$ cat src/rtl/axis_blank_gen.sv
// Receiver-blanking controller: holds `zero` during the transmit gate and for
// cfg_tail accepted beats after it. Define AXIS_BLANK_GEN_CNT_EN for blank_cnt.
module axis_blank_gen #(
  parameter int CNTR_WIDTH = 16
) (
  input  logic                  aclk,
  input  logic                  aresetn,
  input  logic                  gate,
  input  logic [CNTR_WIDTH-1:0] cfg_tail,
  input  logic                  cnt_clear,
  input  logic                  s_axis_tvalid,
  input  logic                  s_axis_tready,
  output logic                  zero,
  output logic                  busy,
  output logic [CNTR_WIDTH-1:0] blank_cnt
);

  typedef enum logic [1:0] {
    IDLE = 2'd0,
    GATE = 2'd1,
    TAIL = 2'd2
  } state_t;

  state_t                state_q, state_d;
  logic [CNTR_WIDTH-1:0] tail_q, tail_d;
  logic                  zero_q, busy_q;
  logic                  beat;

  assign beat = s_axis_tvalid & s_axis_tready;

  always_ff @(posedge aclk or negedge aresetn) begin
    if (!aresetn) begin
      state_q <= IDLE;
      tail_q  <= '0;
      zero_q  <= 1'b0;
      busy_q  <= 1'b0;
    end else begin
      state_q <= state_d;
      tail_q  <= tail_d;
      zero_q  <= (state_d != IDLE);
      busy_q  <= (state_d != IDLE);
    end
  end

  always_comb begin
    state_d = state_q;
    tail_d  = tail_q;
    unique case (state_q)
      IDLE: begin
        if (gate) state_d = GATE;
      end
      GATE: begin
        if (!gate) begin
          tail_d  = cfg_tail;
          state_d = (cfg_tail == '0) ? IDLE : TAIL;
        end
      end
      TAIL: begin
        // A new gate discards the remaining tail, even on the final beat.
        if (gate) begin
          state_d = GATE;
        end else if (beat) begin
          if (tail_q == CNTR_WIDTH'(1)) begin
            state_d = IDLE;
            tail_d  = '0;
          end else begin
            tail_d = tail_q - CNTR_WIDTH'(1);
          end
        end
      end
      default: begin
        state_d = IDLE;
        tail_d  = '0;
      end
    endcase
  end

  assign zero = zero_q;
  assign busy = busy_q;

`ifdef AXIS_BLANK_GEN_CNT_EN
  logic [CNTR_WIDTH-1:0] cnt_q, cnt_d;

  always_comb begin
    cnt_d = cnt_q;
    if (cnt_clear) begin
      cnt_d = '0;
    end else if (beat && zero_q && (cnt_q != '1)) begin
      cnt_d = cnt_q + CNTR_WIDTH'(1);
    end
  end

  always_ff @(posedge aclk or negedge aresetn) begin
    if (!aresetn) cnt_q <= '0;
    else          cnt_q <= cnt_d;
  end

  assign blank_cnt = cnt_q;
`else
  logic cnt_clear_unused;
  assign cnt_clear_unused = cnt_clear;
  assign blank_cnt        = '0;
`endif

endmodule

$ cat config.mk
export PLATFORM = sky130hd
export DESIGN_NAME = axis_blank_gen
export DESIGN_NICKNAME = d
export VERILOG_FILES = /design/src/rtl/axis_blank_gen.sv
export SDC_FILE = /design/constraint.sdc
export NUM_CORES = 1
export LEC_CHECK = 0
export ABC_AREA = 1
export CAP_MARGIN = 20
export CORE_UTILIZATION = 38
export DETAILED_ROUTE_END_ITERATION = 12
export GPL_ROUTABILITY_DRIVEN = 0
export MAX_ROUTING_LAYER = met4
export PLACE_DENSITY = 0.71
export SKIP_LAST_GASP = 1
export SLEW_MARGIN = 5
export SYNTH_ARGS = -nofsm -noshare
export SYNTH_HDL_FRONTEND = slang
export SYNTH_SLANG_ARGS = --single-unit
$ cat constraint.sdc
create_clock -name aclk -period 2.1 [get_ports aclk]
set_input_delay 0.42 -clock aclk [delete_from_list [all_inputs] [get_ports aclk]]
set_output_delay 0.42 -clock aclk [all_outputs]
set_load 0.01 [all_outputs]
==> results of run 1 <==
logic make-up (layout without fill, tap and decap cells):
logic type / count (synthesis) / after routing / synth area share (%)
AOI/OAI and AO/OA: 16 / 16 / 5.53
xor gates and xnor gates: 6 / 6 / 3.18
adders and majority gates: 6 / 6 / 4.54
buffers and inverters: 52 / 60 / 16.0
DFF: 19 / 19 / 28.8
other: 1 / 16 / 0.227
and+or+nand+nor: 162 / 162 / 41.8
state kept, by name (all words and copies together), names as in the netlist:
signal / count
tail_q: 16
busy: 1
state_q: 2
layer usage:
metal	share of wire, %	vias up
met3	2.8	7
met5	0	-
met1	49	695
li1	-	809
met2	46	33
met4	1.8	0
final cells by class:
class | instances | share of cell area [%]
multi-input cells | 206 | 50.8
repair buffers | 24 | 12.3
well taps | 50 | 3.28
inverters | 32 | 6.30
clock buffers | 4 | 2.36
flip-flops and latches | 19 | 24.9
worst register-to-register path, stage by stage (launching register included):
cell	delay, ns
dfrtp_1	0.39
inv_1	0.09
ha_1	0.27
inv_1	0.15
a21oi_2	0.08
nor2_2	0.17
nand2_2	0.09
inv_2	0.23
nand2_1	0.10
nand2_1	0.06
final timing paths:
path,slack (ns),from,endpoint
worst min-delay path,0.49,aresetn,state_q[1]$_DFF_PN0_
min in group aclk,0.51,tail_q[15]$_DFFE_PN0P_,tail_q[15]$_DFFE_PN0P_
max in group asynchronous,1.39,aresetn,tail_q[6]$_DFFE_PN0P_
worst max-delay path,0.42,state_q[0]$_DFF_PN0_,tail_q[4]$_DFFE_PN0P_
worst min register to register,0.51,tail_q[15]$_DFFE_PN0P_,tail_q[15]$_DFFE_PN0P_
worst max register to register,0.42,state_q[0]$_DFF_PN0_,tail_q[4]$_DFFE_PN0P_
cell usage after synthesis, drive strengths merged:
library cell and count:
clkbuf 1, buf 19, a21oi 4, o22ai 3, nand3 14, nand2 114
conb 1, inv 32, o21ai 9, dfrtp 19, nand4 2, xor2 3
xnor2 3, nor2 30, nor3 2, ha 6
power by group:
| part | leakage, uW | internal, uW | switching [uW] | total, uW |
|---|---|---|---|---|
| Sequential | 0.000256 | 485 | 138 | 623 |
| Combinational | 0.000786 | 671 | 1230 | 1900 |
| Clock | 0.0000228 | 135 | 125 | 260 |
metrics by stage:
| step | hold slack [ns] | total power [uW] | cell area [sq um] |
|---|---|---|---|
| floorplan | 0.124 | 2140 | 1710 |
| global placement | 0.492 | 2480 | 1860 |
| detailed placement | 0.487 | 2510 | 1860 |
| CTS | 0.499 | 2790 | 1910 |
| global route | 0.520 | 3130 | 1910 |
| finish | 0.487 | 2780 | 1910 |
==> impl_metrics.json, run 1 <==
{
  "cts_buffers": 3,
  "ctsResizeCount": 0,
  "drt_iter0_markers": 89,
  "viasPerCell": 4.61,
  "cts_buffer_depth": 2,
  "dr.pass1.iters": 4,
  "finalNonFillerCells": 335,
  "cpLargestDelayFamily": "buffers and inverters",
  "p_leak_uw": 0.00106,
  "worstHoldPathType": "input port to async pin",
  "cts_num_sinks": 19,
  "vdd_drop_max_v": 0.000595,
  "clock_latency_ns": 0.26,
  "avgSynthCellArea_sq_um": 6.31,
  "final_common_cell": "nand2_1",
  "worstPathMaxFanout": 15,
  "slowest_delay_ns": 0.39,
  "use_met1_pct": 26.1,
  "grt_pass1_wl_um": 6310,
  "fmax_ghz": 0.595,
  "die_x_um": 68.0,
  "num_rows": 23,
  "routed_wl_um": 3680,
  "cp.required_ns": 2.30,
  "r2r_cells": 9,
  "startpoint_type": "flop",
  "multiInputGateArea_sq_um": 970,
  "grt_max_degree": 20,
  "synth_area_sq_um": 1650,
  "synth_cells": 262,
  "core_sq_um": 4090,
  "slowest_stage": "dfrtp_1",
  "wl_per_cell_um": 11.0,
  "antenna_found_initial": 0,
  "fin_tns_setup_ns": 0,
  "endpoint_kind": "flop",
  "cts_tree": "done",
  "antennaDiodeCount": 0,
  "grt_pass1_vias": 1403,
  "yosysWarnings": 0,
  "synth_area_leaders": "dfrtp_1 (29%), nand2_1 (25%), buf_4 (8.2%), inv_1 (6.6%), nor2_1 (5.0%)",
  "fin_crit_ns": 1.68,
  "die_h_um": 68.0,
  "path_cells": "inv_1 -> ha_1 -> inv_1 -> a21oi_2 -> nor2_2 -> nand2_2 -> inv_2 -> nand2_1 -> nand2_1",
  "fin_crit_sh_pct": 80.1,
  "max-cap-violations": 0,
  "root_buffer": "clkbuf_8",
  "globalRouteOverflowTotal": 0,
  "drive_above_1_share_pct": 8.07,
  "rsz0062_at_grt": "false",
  "powerDensity_nw_per_um2": 1460,
  "num_io_pins": 40,
  "pre_cts_ws_ns": 0.312,
  "gr-usage-met3_pct": 1.67,
  "dp.cells": 331,
  "vias": 1544,
  "layout_setup_ws_ns": 0.419,
  "ys_ff_latch": 19,
  "drv_slew": 0,
  "yosys.area.top_type": "dfrtp_1",
  "outcome": "finished clean",
  "worst_ep_arrival_time_ns": 1.88,
  "clkTransAtPathRegs_ns": 0.07,
  "synth_top_area_share_pct": 28.8,
  "htreeDepth": 1,
  "post_cts_buffers": 0,
  "area_growth_pct": 15.4,
  "grt_util_met2_pct": 28.9,
  "synth_seq_area_share_pct": 28.8,
  "nets": 314,
  "path_class": "flop to flop",
  "post-route-drc-count": 0,
  "critPathBufInv": 3,
  "track_usage_pct": 19.0,
  "fin_worst_skew_ns": 0.00636,
  "grt-busiest-layer": "met2",
  "worst-path-stages": 9,
  "drtAntennaViolNets": 0,
  "layout_common_cells": "nand2_1 (109), inv_1 (29), nor2_1 (22), clkdlybuf4s50_1 (22), dfrtp_1 (19)",
  "layout.area.seq_sq_um": 475,
  "hold_buffers": 0,
  "die_area_sq_um": 4620,
  "hold_viol": 0,
  "setup_viol": 0,
  "nFillCells": 442,
  "hpwl_um": 2910,
  "final_core_util_pct": 46.7,
  "io_buffers": 22,
  "ys_types": 24,
  "start_util_pct": 40.4
}
Power figures use the tool's default switching activity.
==> run 2, diff against run 1 <==
Clock period 2.1 ns to 1.7 ns, I/O delays scaled along.
==> run 2 against run 1 <==
  * Sequential power rose by 25%
  * Die area did not move
  * Flip-flop and latch count did not move
  * Via count rose by 2.4%
  * Sequential share of layout area fell by 0.42 points
  * Critical path depth fell by 1
  * Critical path type unchanged
  * Critical endpoint is now tail_q[10]$_DFFE_PN0P_
  * Largest power group unchanged
==> impl_metrics.json, run 2 (synthesized netlist as in run 1, its figures left out) <==
{
  "drt_iter0_markers": 105,
  "post-route-drc-count": 0,
  "largest_reg_flops": 16,
  "die_area_sq_um": 4620,
  "root_buffer": "clkbuf_8",
  "clock_latency_ns": 0.26,
  "globalRouteOverflowTotal": 0,
  "final_core_util_pct": 47.5,
  "vias": 1581,
  "holdWs_ns": 0.410,
  "routed_wl_um": 3710,
  "hold_buffers": 0,
  "drive_above_1_share_pct": 9.38,
  "wl_per_cell_um": 11.0,
  "worstPathMaxFanout": 15,
  "die_h_um": 68.0,
  "hpwl_um": 2870,
  "cts_buffer_depth": 2,
  "ctsResizeCount": 0,
  "area_growth_pct": 17.4,
  "fin_crit_ns": 1.57,
  "antenna_found_initial": 0,
  "regMostFlops": "tail_q",
  "rsz0062_at_grt": "true",
  "power_uw": 3520,
  "hold_viol": 0,
  "io_buffers": 22,
  "fin_crit_sh_pct": 92.1,
  "num_rows": 23,
  "endpoint_kind": "flop",
  "p_leak_uw": 0.00108,
  "nFillCells": 418,
  "cp.required_ns": 1.90,
  "final_common_cell": "nand2_1",
  "grt_max_degree": 20,
  "path_class": "flop to flop",
  "powerDensity_nw_per_um2": 1810,
  "cts_tree": "done",
  "layout_common_cells": "nand2_1 (109), inv_1 (28), nor2_1 (22), clkdlybuf4s50_1 (22), dfrtp_1 (19)",
  "cts_num_sinks": 19,
  "drtAntennaViolNets": 0,
  "slowest_stage": "dfrtp_1",
  "slowest_delay_ns": 0.41,
  "num_io_pins": 40,
  "track_usage_pct": 18.6,
  "post_cts_buffers": 0,
  "start_util_pct": 40.4,
  "outcome": "finished clean",
  "worstHoldPathType": "input port to async pin",
  "path_cells": "inv_1 -> ha_1 -> inv_2 -> a21oi_2 -> nor2_2 -> inv_2 -> nand2_1 -> nand2_1",
  "grt_pass1_wl_um": 6220,
  "antennaDiodeCount": 0,
  "max-cap-violations": 0,
  "fmax_ghz": 0.639,
  "die_x_um": 68.0,
  "setup_viol": 0,
  "clkTransAtPathRegs_ns": 0.07,
  "core_sq_um": 4090,
  "worst_ep_arrival_time_ns": 1.76,
  "cts_buffers": 3,
  "grt_pass1_vias": 1380,
  "fin_worst_skew_ns": 0.00458,
  "vdd_drop_max_v": 0.00104,
  "viasPerCell": 4.68,
  "drv_slew": 0,
  "dr.pass1.iters": 4,
  "startpoint_type": "flop",
  "nets": 317,
  "htreeDepth": 1
}
-- run 2: cell count changes in the layout (fill, tap and decap cells not counted) --
cell,before,now
buf_4,2,5
a21oi_2,2,1
a21oi_4,0,1
inv_1,29,28
inv_4,0,1
-- run 2: final timing paths --
kind,from,endpoint,slack [ns],depth (start not counted)
min,aresetn,state_q[1]$_DFF_PN0_,0.41,2
min reg2reg,tail_q[15]$_DFFE_PN0P_,tail_q[15]$_DFFE_PN0P_,0.52,2
max in group asynchronous,aresetn,tail_q[10]$_DFFE_PN0P_,1.07,2
min in group aclk,tail_q[15]$_DFFE_PN0P_,tail_q[15]$_DFFE_PN0P_,0.52,2
max reg2reg,state_q[0]$_DFF_PN0_,tail_q[10]$_DFFE_PN0P_,0.13,8
max,state_q[0]$_DFF_PN0_,tail_q[10]$_DFFE_PN0P_,0.13,8
-- run 2: final cells by class --
class | instances | area [sq um] | area share [%]
Multi-Input combinational cell | 206 | 977 | 50.4
Sequential cell | 19 | 475 | 24.5
Timing Repair Buffer | 27 | 258 | 13.3
Inverter | 32 | 123 | 6.32
Tap cell | 50 | 62.6 | 3.22
Clock buffer | 4 | 45.0 | 2.32
-- run 2: per-stage QoR --
step	TNS, ns	instance area (sq um)	setup WS, ns	cells
after floorplan	0	1710	0.228	277
after global placement	0	1890	0.0541	334
after detailed placement	0	1890	0.0222	334
after CTS	0	1930	0.0425	338
after global routing	-0.00361	1940	-0.00361	338
final	0	1940	0.135	338
-- run 2: layer usage --
| metal | GRT usage [%] | share of wire, % | vias up |
|---|---|---|---|
| met5 | - | 0 | - |
| met4 | 3.91 | 0.86 | 0 |
| met3 | 2.00 | 6.6 | 5 |
| met2 | 29.3 | 46 | 55 |
| met1 | 25.6 | 47 | 705 |
| li1 | - | - | 816 |
-- run 2: worst max-delay path, delay by kind of cell (launching register included) --
| kind | cells | cell delay, ns |
|---|---|---|
| AOI/OAI and AO/OA | 1 | 0.14 |
| adders and majority gates | 1 | 0.29 |
| buffers and inverters | 3 | 0.44 |
| DFF | 1 | 0.41 |
| and+or+nand+nor | 3 | 0.22 |
-- run 2: report_power, final --
part	switching (uW)	total (uW)	leakage, uW	internal [uW]
logic	1550	2420	0.000801	873
clock network	156	323	0.0000228	167
registers	177	776	0.000256	599
==> run 3, diff against run 2 <==
Settings changed: HOLD_SLACK_MARGIN from default to 0.03.
==> results of run 3 <==
No change in the layout: final DEF, timing and power equal those of run 2.
